<file path="config.mk">
export PLATFORM = sky130hd
export DESIGN_NAME = ud_count_capture
export DESIGN_NICKNAME = d
export VERILOG_FILES = /design/src/rtl/ud_pkg.sv /design/src/rtl/ud_sync_fifo.sv /design/src/rtl/ud_count_capture.sv
export SDC_FILE = /design/constraint.sdc
export NUM_CORES = 1
export LEC_CHECK = 0
export CORE_MARGIN = 4
export CORE_UTILIZATION = 40
export CTS_CLUSTER_DIAMETER = 80
export CTS_CLUSTER_SIZE = 12
export DETAILED_ROUTE_END_ITERATION = 7
export PLACE_DENSITY_LB_ADDON = 0.12
export SLEW_MARGIN = 30
export SYNTH_ARGS = -nofsm -noshare
export SYNTH_HDL_FRONTEND = slang
export SYNTH_SLANG_ARGS = --single-unit
</file>
<file path="constraint.sdc">
create_clock -name clk_i -period 2.75 [get_ports clk_i]
set_input_delay 0.4125 -clock clk_i [delete_from_list [all_inputs] [get_ports clk_i]]
set_output_delay 0.4125 -clock clk_i [all_outputs]
set_load 0.02 [all_outputs]
</file>
<file path="src/rtl/ud_pkg.sv">
// Shared constants and state encoding for the up/down counter capture buffer.
package ud_pkg;

  localparam logic [1:0] ADDR_CTRL  = 2'b00;
  localparam logic [1:0] ADDR_DIR   = 2'b01;
  localparam logic [1:0] ADDR_STAT  = 2'b10;
  localparam logic [1:0] ADDR_DECIM = 2'b11;

  localparam int CTRL_EN      = 0;
  localparam int CTRL_CLR     = 1;
  localparam int CTRL_EC_STOP = 2;

  localparam int STAT_OVERFLOW = 7;
  localparam int STAT_ERR_SEEN = 6;
  localparam int STAT_EC_SEEN  = 5;
  localparam int STAT_FULL     = 4;
  localparam int STAT_EMPTY    = 3;

  typedef enum logic [1:0] {
    IDLE,
    ARMED,
    RUN,
    DONE
  } state_e;

endpackage

</file>
<file path="src/rtl/ud_sync_fifo.sv">
// Single-clock FIFO; a push into a full FIFO is taken only alongside a pop,
// and clear overrides any concurrent push or pop.
module ud_sync_fifo #(
  parameter int W     = 9,
  parameter int DEPTH = 8
) (
  input  logic                     clk_i,
  input  logic                     rst_i,
  input  logic                     clr_i,
  input  logic                     push_i,
  input  logic                     pop_i,
  input  logic [W-1:0]             wdata_i,
  output logic [W-1:0]             rdata_o,
  output logic                     full_o,
  output logic                     empty_o,
  output logic [$clog2(DEPTH):0]   level_o
);

  localparam int AW = $clog2(DEPTH);
  localparam int LW = AW + 1;

  logic [W-1:0]  mem_q [DEPTH];
  logic [AW-1:0] wrPtr_q, rdPtr_q;
  logic [LW-1:0] level_q;
  logic          doPush, doPop;

  assign full_o  = (level_q == LW'(DEPTH));
  assign empty_o = (level_q == '0);
  assign level_o = level_q;
  assign doPush  = push_i & (~full_o | pop_i);
  assign doPop   = pop_i & ~empty_o;
  assign rdata_o = empty_o ? '0 : mem_q[rdPtr_q];

  always_ff @(posedge clk_i) begin
    if (!rst_i) begin
      wrPtr_q <= '0;
      rdPtr_q <= '0;
      level_q <= '0;
    end else if (clr_i) begin
      wrPtr_q <= '0;
      rdPtr_q <= '0;
      level_q <= '0;
    end else begin
      if (doPush) wrPtr_q <= wrPtr_q + AW'(1);
      if (doPop)  rdPtr_q <= rdPtr_q + AW'(1);
      level_q <= level_q + LW'(doPush) - LW'(doPop);
    end
  end

  // Storage needs no reset: the pointers alone define which entries are live.
  always_ff @(posedge clk_i) begin
    if (doPush) mem_q[wrPtr_q] <= wdata_i;
  end

endmodule

</file>
<file path="src/rtl/ud_count_capture.sv">
// Capture buffer for the up/down counter: records {dir, cout} during a run,
// optionally decimated, and exposes it on the counter's 4-register CPU bus.
module ud_count_capture
  import ud_pkg::*;
#(
  parameter int DW    = 8,
  parameter int DEPTH = 8
) (
  input  logic          clk_i,
  input  logic          rst_i,
  input  logic [DW-1:0] cout_i,
  input  logic          dir_i,
  input  logic          ec_i,
  input  logic          err_i,
  input  logic          start_i,
  input  logic          ncs_i,
  input  logic          nrd_i,
  input  logic          nwr_i,
  input  logic          a0_i,
  input  logic          a1_i,
  input  logic [DW-1:0] din_i,
  output logic [DW-1:0] dout_o,
  output logic          dout_oe_o,
  output logic          irq_o
);

  localparam int LW = $clog2(DEPTH) + 1;

  state_e        state_q, state_d;
  logic          en_q, ecStop_q;
  logic [DW-1:0] decim_q, decimCnt_q, decimCnt_d;
  logic          rdHead_q;
  logic          overflow_q, errSeen_q, ecSeen_q;

  logic [1:0]    addr;
  logic          wrEn, ctrlWr, decimWr, clr, enNew;
  logic          push, pop;
  logic [DW:0]   head;
  logic          full, empty;
  logic [LW-1:0] level;
  logic [7:0]    status;

  assign addr      = {a1_i, a0_i};
  assign wrEn      = ~ncs_i & ~nwr_i;
  assign dout_oe_o = ~ncs_i & ~nrd_i & nwr_i;
  assign ctrlWr    = wrEn & (addr == ADDR_CTRL);
  assign decimWr   = wrEn & (addr == ADDR_DECIM);
  assign clr       = ctrlWr & din_i[CTRL_CLR];
  assign enNew     = ctrlWr ? din_i[CTRL_EN] : en_q;

  // The end-of-count cycle is always kept so the trajectory ends on its true final value.
  assign push = (state_q == RUN) & en_q & ((decimCnt_q == '0) | ec_i);
  // A head read pops once, at the first edge after the read strobe is gone.
  assign pop  = rdHead_q & ~dout_oe_o;

  ud_sync_fifo #(
    .W     (DW + 1),
    .DEPTH (DEPTH)
  ) u_fifo (
    .clk_i   (clk_i),
    .rst_i   (rst_i),
    .clr_i   (clr),
    .push_i  (push),
    .pop_i   (pop),
    .wdata_i ({dir_i, cout_i}),
    .rdata_o (head),
    .full_o  (full),
    .empty_o (empty),
    .level_o (level)
  );

  always_comb begin
    state_d = state_q;
    if (clr) begin
      state_d = enNew ? ARMED : IDLE;
    end else if (!en_q) begin
      state_d = IDLE;
    end else begin
      unique case (state_q)
        IDLE:    state_d = ARMED;
        ARMED:   if (start_i) state_d = RUN;
        RUN:     if (ec_i && ecStop_q) state_d = DONE;
        DONE:    state_d = DONE;
        default: state_d = IDLE;
      endcase
    end
  end

  always_ff @(posedge clk_i) begin
    if (!rst_i) state_q <= IDLE;
    else        state_q <= state_d;
  end

  // Outside RUN the counter sits at zero, so every run starts with a capture.
  always_comb begin
    decimCnt_d = '0;
    if (state_q == RUN) begin
      decimCnt_d = (decimCnt_q == decim_q) ? '0 : decimCnt_q + DW'(1);
    end
  end

  always_ff @(posedge clk_i) begin
    if (!rst_i) begin
      en_q       <= 1'b0;
      ecStop_q   <= 1'b0;
      decim_q    <= '0;
      decimCnt_q <= '0;
      rdHead_q   <= 1'b0;
      overflow_q <= 1'b0;
      errSeen_q  <= 1'b0;
      ecSeen_q   <= 1'b0;
    end else begin
      if (ctrlWr) begin
        en_q     <= din_i[CTRL_EN];
        ecStop_q <= din_i[CTRL_EC_STOP];
      end
      if (decimWr) decim_q <= din_i;
      decimCnt_q <= decimCnt_d;
      rdHead_q   <= dout_oe_o & (addr == ADDR_CTRL);
      if (clr) begin
        overflow_q <= 1'b0;
        errSeen_q  <= 1'b0;
        ecSeen_q   <= 1'b0;
      end else begin
        if (push & full & ~pop) overflow_q <= 1'b1;
        if (err_i && (state_q == ARMED || state_q == RUN)) errSeen_q <= 1'b1;
        if (ec_i && state_q == RUN) ecSeen_q <= 1'b1;
      end
    end
  end

  always_comb begin
    status                = '0;
    status[STAT_OVERFLOW] = overflow_q;
    status[STAT_ERR_SEEN] = errSeen_q;
    status[STAT_EC_SEEN]  = ecSeen_q;
    status[STAT_FULL]     = full;
    status[STAT_EMPTY]    = empty;
    status[2:0]           = 3'(level);
  end

  always_comb begin
    dout_o = '0;
    if (dout_oe_o) begin
      unique case (addr)
        ADDR_CTRL:  dout_o = head[DW-1:0];
        ADDR_DIR:   dout_o = DW'(head[DW]);
        ADDR_STAT:  dout_o = DW'(status);
        ADDR_DECIM: dout_o = decim_q;
        default:    dout_o = '0;
      endcase
    end
  end

  assign irq_o = ecSeen_q | overflow_q;

endmodule

</file>
After elaboration in Yosys (flattened, before gate mapping)

Memory sizes are Yosys's and may differ from the RTL's. A register that Yosys moved wholly into a read port is not among the register bits.
Index checks and enable logic that the tools add are counted.

Memories: 1
Memory bits (writable): 72
Register bits: 34

Reduce and logical (&&, ||, !) cells: 11
$add $sub $neg: 5
Equal/unequal tests: 10
Bitwise gates (word level): 26
Muxes and demuxes: 14

Memory list:

| memory       | words | bits a word | read ports | clocked after Yosys merged registers in | write ports | line               | source |
|---|---|---|---|---|---|---|---|
| u_fifo.mem_q | 8     | 9           | 1          | 1                                       | 1           | ud_sync_fifo.sv:22 | `logic [W-1:0] mem_q [DEPTH];` |

Operators with widths:

| cell                  | count |
|---|---|
| $pmux W8 S4           | 1 |
| $and A1 B1 Y1         | 14 |
| $mux W9               | 1 |
| $not A1 Y1            | 9 |
| $add A8 B1 Y8 const B | 1 |
| $eq A2 B2 Y1 const B  | 4 |
| $eq A8 B8 Y1          | 1 |
| $logic_not A8 Y1      | 1 |
| $mux W2               | 4 |
| $mux W8               | 1 |
| $pmux W2 S4           | 1 |
| $add A3 B1 Y3 const B | 2 |
| $mux W3               | 2 |
| $add A4 B1 Y4         | 1 |
| $eq A2 B1 Y1 const B  | 2 |
| $eq A4 B4 Y1 const B  | 1 |
| $logic_not A2 Y1      | 2 |
| $logic_not A4 Y1      | 1 |
| $mux W1               | 4 |
| $ne A4 B3 Y1 const B  | 1 |
| $ne A4 B4 Y1 const B  | 1 |
| $sub A4 B1 Y4         | 1 |
| $logic_and A1 B1 Y1   | 3 |
| $or A1 B1 Y1          | 3 |
| 4 further kinds       | 4 |

Longest topological paths before layout

Word-level depth: 9
Mapped depth: 13

Cells and area by module

A second synthesis with hierarchy kept.

Cells, all modules: 341
Area total of the unflattened synthesis: 4797.1 µm²

Modules (own cells, without submodules):

| module           | area an instance (µm²) | instances | seq. area each (µm²) | cells each |
|---|---|---|---|---|
| ud_sync_fifo     | 3455.8                 | 1         | 2422.3               | 188 |
| ud_count_capture | 1341.3                 | 1         | 480.5                | 153 |

Least setup slack after synthesis

OpenSTA, ideal clock, no wires.

Path type: register -> output
From: register u_fifo.level_q[2], in the netlist u_fifo.level_o[2]
To: output port dout_o[4]
Cell stages (with the launch flop): 7
Data arrival time: 2238 ps
Setup slack: 100 ps
Cell sequence: dfxtp_1 inv_1 ha_1 or3b_2 nor2_1 a21oi_1 a2111oi_0

Cells in the longest elaborated chain, start to end: 4

RTL lines:

| item                   | line                    | source |
|---|---|---|
| start, declared        | ud_sync_fifo.sv:24      | `logic [LW-1:0] level_q;` |
| start signal, assigned | ud_sync_fifo.sv:46      | `level_q <= level_q + LW'(doPush) - LW'(doPop);` |
| $logic_not A4 Y1       | ud_sync_fifo.sv:28      | `assign empty_o = (level_q == '0);` |
| $mux W9                | ud_sync_fifo.sv:32      | `assign rdata_o = empty_o ? '0 : mem_q[rdPtr_q];` |
| $pmux W8 S4 (*)        | ud_count_capture.sv:145 | `unique case (addr)` |
| $mux W8 (*)            | ud_count_capture.sv:144 | `if (dout_oe_o) begin` |
| end, declared          | ud_count_capture.sv:22  | `output logic [DW-1:0] dout_o,` |

Mark *: on every way between the ends. The rest lies on a longest branch, timed or not.

Worst setup path in the final report

From: input port nwr_i
To: output port dout_o[1]

Cells in the longest elaborated chain, start to end: 2

RTL lines:

| item            | line                    | source |
|---|---|---|
| start, declared | ud_count_capture.sv:18  | `input logic nwr_i,` |
| $and A1 B1 Y1   | ud_count_capture.sv:45  | `assign dout_oe_o = ~ncs_i & ~nrd_i & nwr_i;` |
| $mux W8         | ud_count_capture.sv:144 |  |

Every way passes these cells.

==> flow_summary.yaml <==
layout:
  nFillCells: 1015
  final_common_cell: "edfxtp_1"
  n_antenna_cell: 0
  layout_common_cells: "72 x edfxtp_1, 40 x buf_4, 37 x dfxtp_1"
  synthToLayoutAreaGrowth_pct: 23.0
  drive_gt1_frac: 0.227
  regArea_sq_um: 2900
  utilization: 0.506
  multiInputGateArea_sq_um: 1720
  nNetsFinal: 456
synthesis:
  synth.avg_cell_area_sq_um: 13.9
  yosysWarnings: 0
  synth_top_family_by_area: "multiplexers"
  yosys.area_share.simple: 0.0980
  synthesis.area_sq_um: 4740
  ys_seq_elements: 109
  synthFlopType: "edfxtp_1"
  synth_adder_area_share: 0.0412
  synth_mux_area_frac: 0.138
  synth_compound_area_frac: 0.0449
  postSynthCellCount: 340
  synth_top_area_share: 0.456
  ys_top_cells_by_area: "edfxtp_1 46%, dfxtp_1 16%, mux4_2 8.1%"
  async_flop_share: 0
  synth_largest_area_cell: "edfxtp_1"
  ys_seq_area_frac: 0.613
  synth.net_count: 382
  synth_edf_count: 72
  synth_xor_area_frac: 0.0333
  synth_cell_types: 49
clocking:
  clk_pin_slew_ns: 0.07
  insertion_delay_ns: 0.35
  post_cts_buffers: 0
  hold_buffers: 0
  clock_sinks: 109
  cts_buffers: 9
  cts_max_level: 3
  cts_tree: "built"
  cts.path.max_buffers: 2
  cts-root-buf: "clkbuf_16"
drt:
  wl_per_cell_um: 18.0
  ant_nets: 0
  via_per_inst: 5.12
  first_pass_iters: 4
  dr_total_vias: 2877
  drt_iter0_markers: 155
  drc: 0
  drt_wl_total_mm: 10.1
setup_path:
  cpMaxStageDelayCell: "clkdlybuf4s50_1"
  cp-end-kind: "primary output"
  critical_path_required_ns: 2.34
  critPathTopFamily: "buffers and inverters"
  critPathMaxStageDelay_ns: 0.48
  path_class: "input pin to primary output"
  worst-path-max-fanout: 5
  start_kind: "input pin"
  cp.arrival_ns: 2.25
  critPathBufInv: 3
  crit_chain: "clkdlybuf4s50_1 -> or3b_1 -> inv_1 -> nand2_1 -> o22ai_1 -> clkdlybuf4s15_1"
timing:
  tns_ns: 0
  slew_headroom: 0.527
  finalSetupViolCount: 0
  post-route-period-util: 0.968
  setup_ws_ns: 0.0870
  timing.fmax_ghz: 0.376
  final-max-slew-violation-count: 0
  worst_slew_pin_slew_ns: 0.707
  finClkSkew_ns: 0.0105
  hold_viol: 0
  rsz0062_at_grt: "no"
  min_period_ns: 2.66
power_and_ir_drop:
  p_seq_frac: 0.559
  p_per_area_nw_per_um2: 537
  p_switching_uw: 685
  p_leak_nw: 2.02
  internal-power_mw: 2.44
  p_sw_frac: 0.219
  power_mw: 3.13
  vdd_drop_max_mv: 0.344
  power_frac_comb: 0.037
  p_clk_frac: 0.403
grt:
  grt_pass1_vias: 2958
  antenna_found_initial: 0
  grt_pass1_wl_mm: 16.1
  grt_use_total: 0.161
  overflow: 0
  grt_max_degree: 21
floorplan:
  coreArea_sq_um: 11500
  pin_count: 37
  fp.dieW_um: 117
  start_util: 0.411
  fp.dieH_um: 117
  die-area_sq_um: 13600
  std_cell_rows: 39
min_path:
  hp-class: "flop to flop"
placed_design:
  port-buffer-count: 36
  dp_slack_ns: -0.257
  dp_hpwl_mm: 7.08
  globalplace.congestion: 0.789
flow_run:
  maxCapViolations: 0
run_status:
  outcome: "complete, no violations"
==> per-layer routing <==
metal  vias to the layer above  part of all wire  GRT usage
met1                      1401              0.46      0.212
met3                        10             0.042     0.0365
li1                       1409                 -          -
met4                         0             0.013     0.0451
met2                        57              0.48      0.267
met5                         -                 0          0
==> stage by stage <==
| step | instance area (sq um) | hold slack (ns) | std cells |
|---|---|---|---|
| global placement | 5530 | 0.455 | 546 |
| floorplan | 4740 | 0.436 | 340 |
| CTS | 5830 | 0.478 | 562 |
| finish | 5830 | 0.476 | 562 |
| detailed placement | 5530 | 0.459 | 546 |
| global route | 5830 | 0.528 | 562 |
==> flip-flops by register name, indices dropped and copies added, names as in the netlist, 2 cells and up, named ones only <==
register and flops:
u_fifo.mem_q 72, u_fifo.rdPtr_q 3, decimCnt_q 8, decim_q 8
state_q 2, u_fifo.level_o 4, u_fifo.wrPtr_q 3
==> Yosys cell counts (4+ instances only) <==
cell / n
o22ai_1: 5
nand4_1: 5
ha_1: 14
nand2_1: 13
nor3_1: 4
nor4_1: 5
dfxtp_1: 37
edfxtp_1: 72
a21oi_1: 10
inv_1: 18
nand2b_1: 5
nor2_1: 32
nand3_1: 7
mux4_2: 17
xnor2_1: 10
a31oi_1: 4
xor2_1: 8
mux2i_1: 25
==> logic make-up (layout without fill, tap and decap cells) <==
logic type	count (synthesis)	after routing
multiplexers	44	44
buffers and inverters	33	112
flip-flops	109	109
AND/OR/NAND/NOR	88	88
adder cells (fa/ha/maj)	15	15
AO/OA/AOI/OAI	33	33
XOR/XNOR	18	18
==> worst paths after layout <==
check / startpoint / to / slack, ns / cells past startpoint
setup / recovery: nwr_i / dout_o[1] / 0.09 / 6
hold / removal: errSeen_q / errSeen_q / 0.48 / 2
setup reg to reg: u_fifo.level_o[2] / u_fifo.level_o[2] / 0.20 / 14
hold reg to reg: errSeen_q / errSeen_q / 0.48 / 2
==> worst register-to-register path, cell delays in order (launching register included) <==
cell,delay [ns]
dfxtp_1,0.31
inv_1,0.07
buf_4,0.11
ha_1,0.15
or3b_4,0.40
buf_4,0.16
nand3_1,0.10
inv_1,0.05
ha_1,0.26
inv_1,0.06
ha_2,0.16
inv_1,0.05
fa_1,0.36
xor2_1,0.15
nor2_1,0.05
==> layout make-up <==
type                       count  area share
inverter                      19      0.0122
sequential                   109       0.498
timing repair buffer          77       0.114
clock inverter                 7      0.0114
clock buffer                   9      0.0387
multi-input combinational    198       0.295
tap                          143      0.0307
==> timing repair <==
item	in CTS	in global routing
resized for setup	18	9
cloned	0	0
pin swaps	0	0
endpoints found under the setup margin	8	9
==> power by group through the flow <==
stage	Sequential, mW	Combinational, mW	Clock, mW
2_1_floorplan	1.78	0.0390	0
3_3_place_gp	1.79	0.115	0
3_5_place_dp	1.79	0.117	0
4_1_cts	1.75	0.119	1.29
5_1_grt	1.75	0.127	1.37
6_report	1.75	0.117	1.26
(Power assumes the default switching activity.)
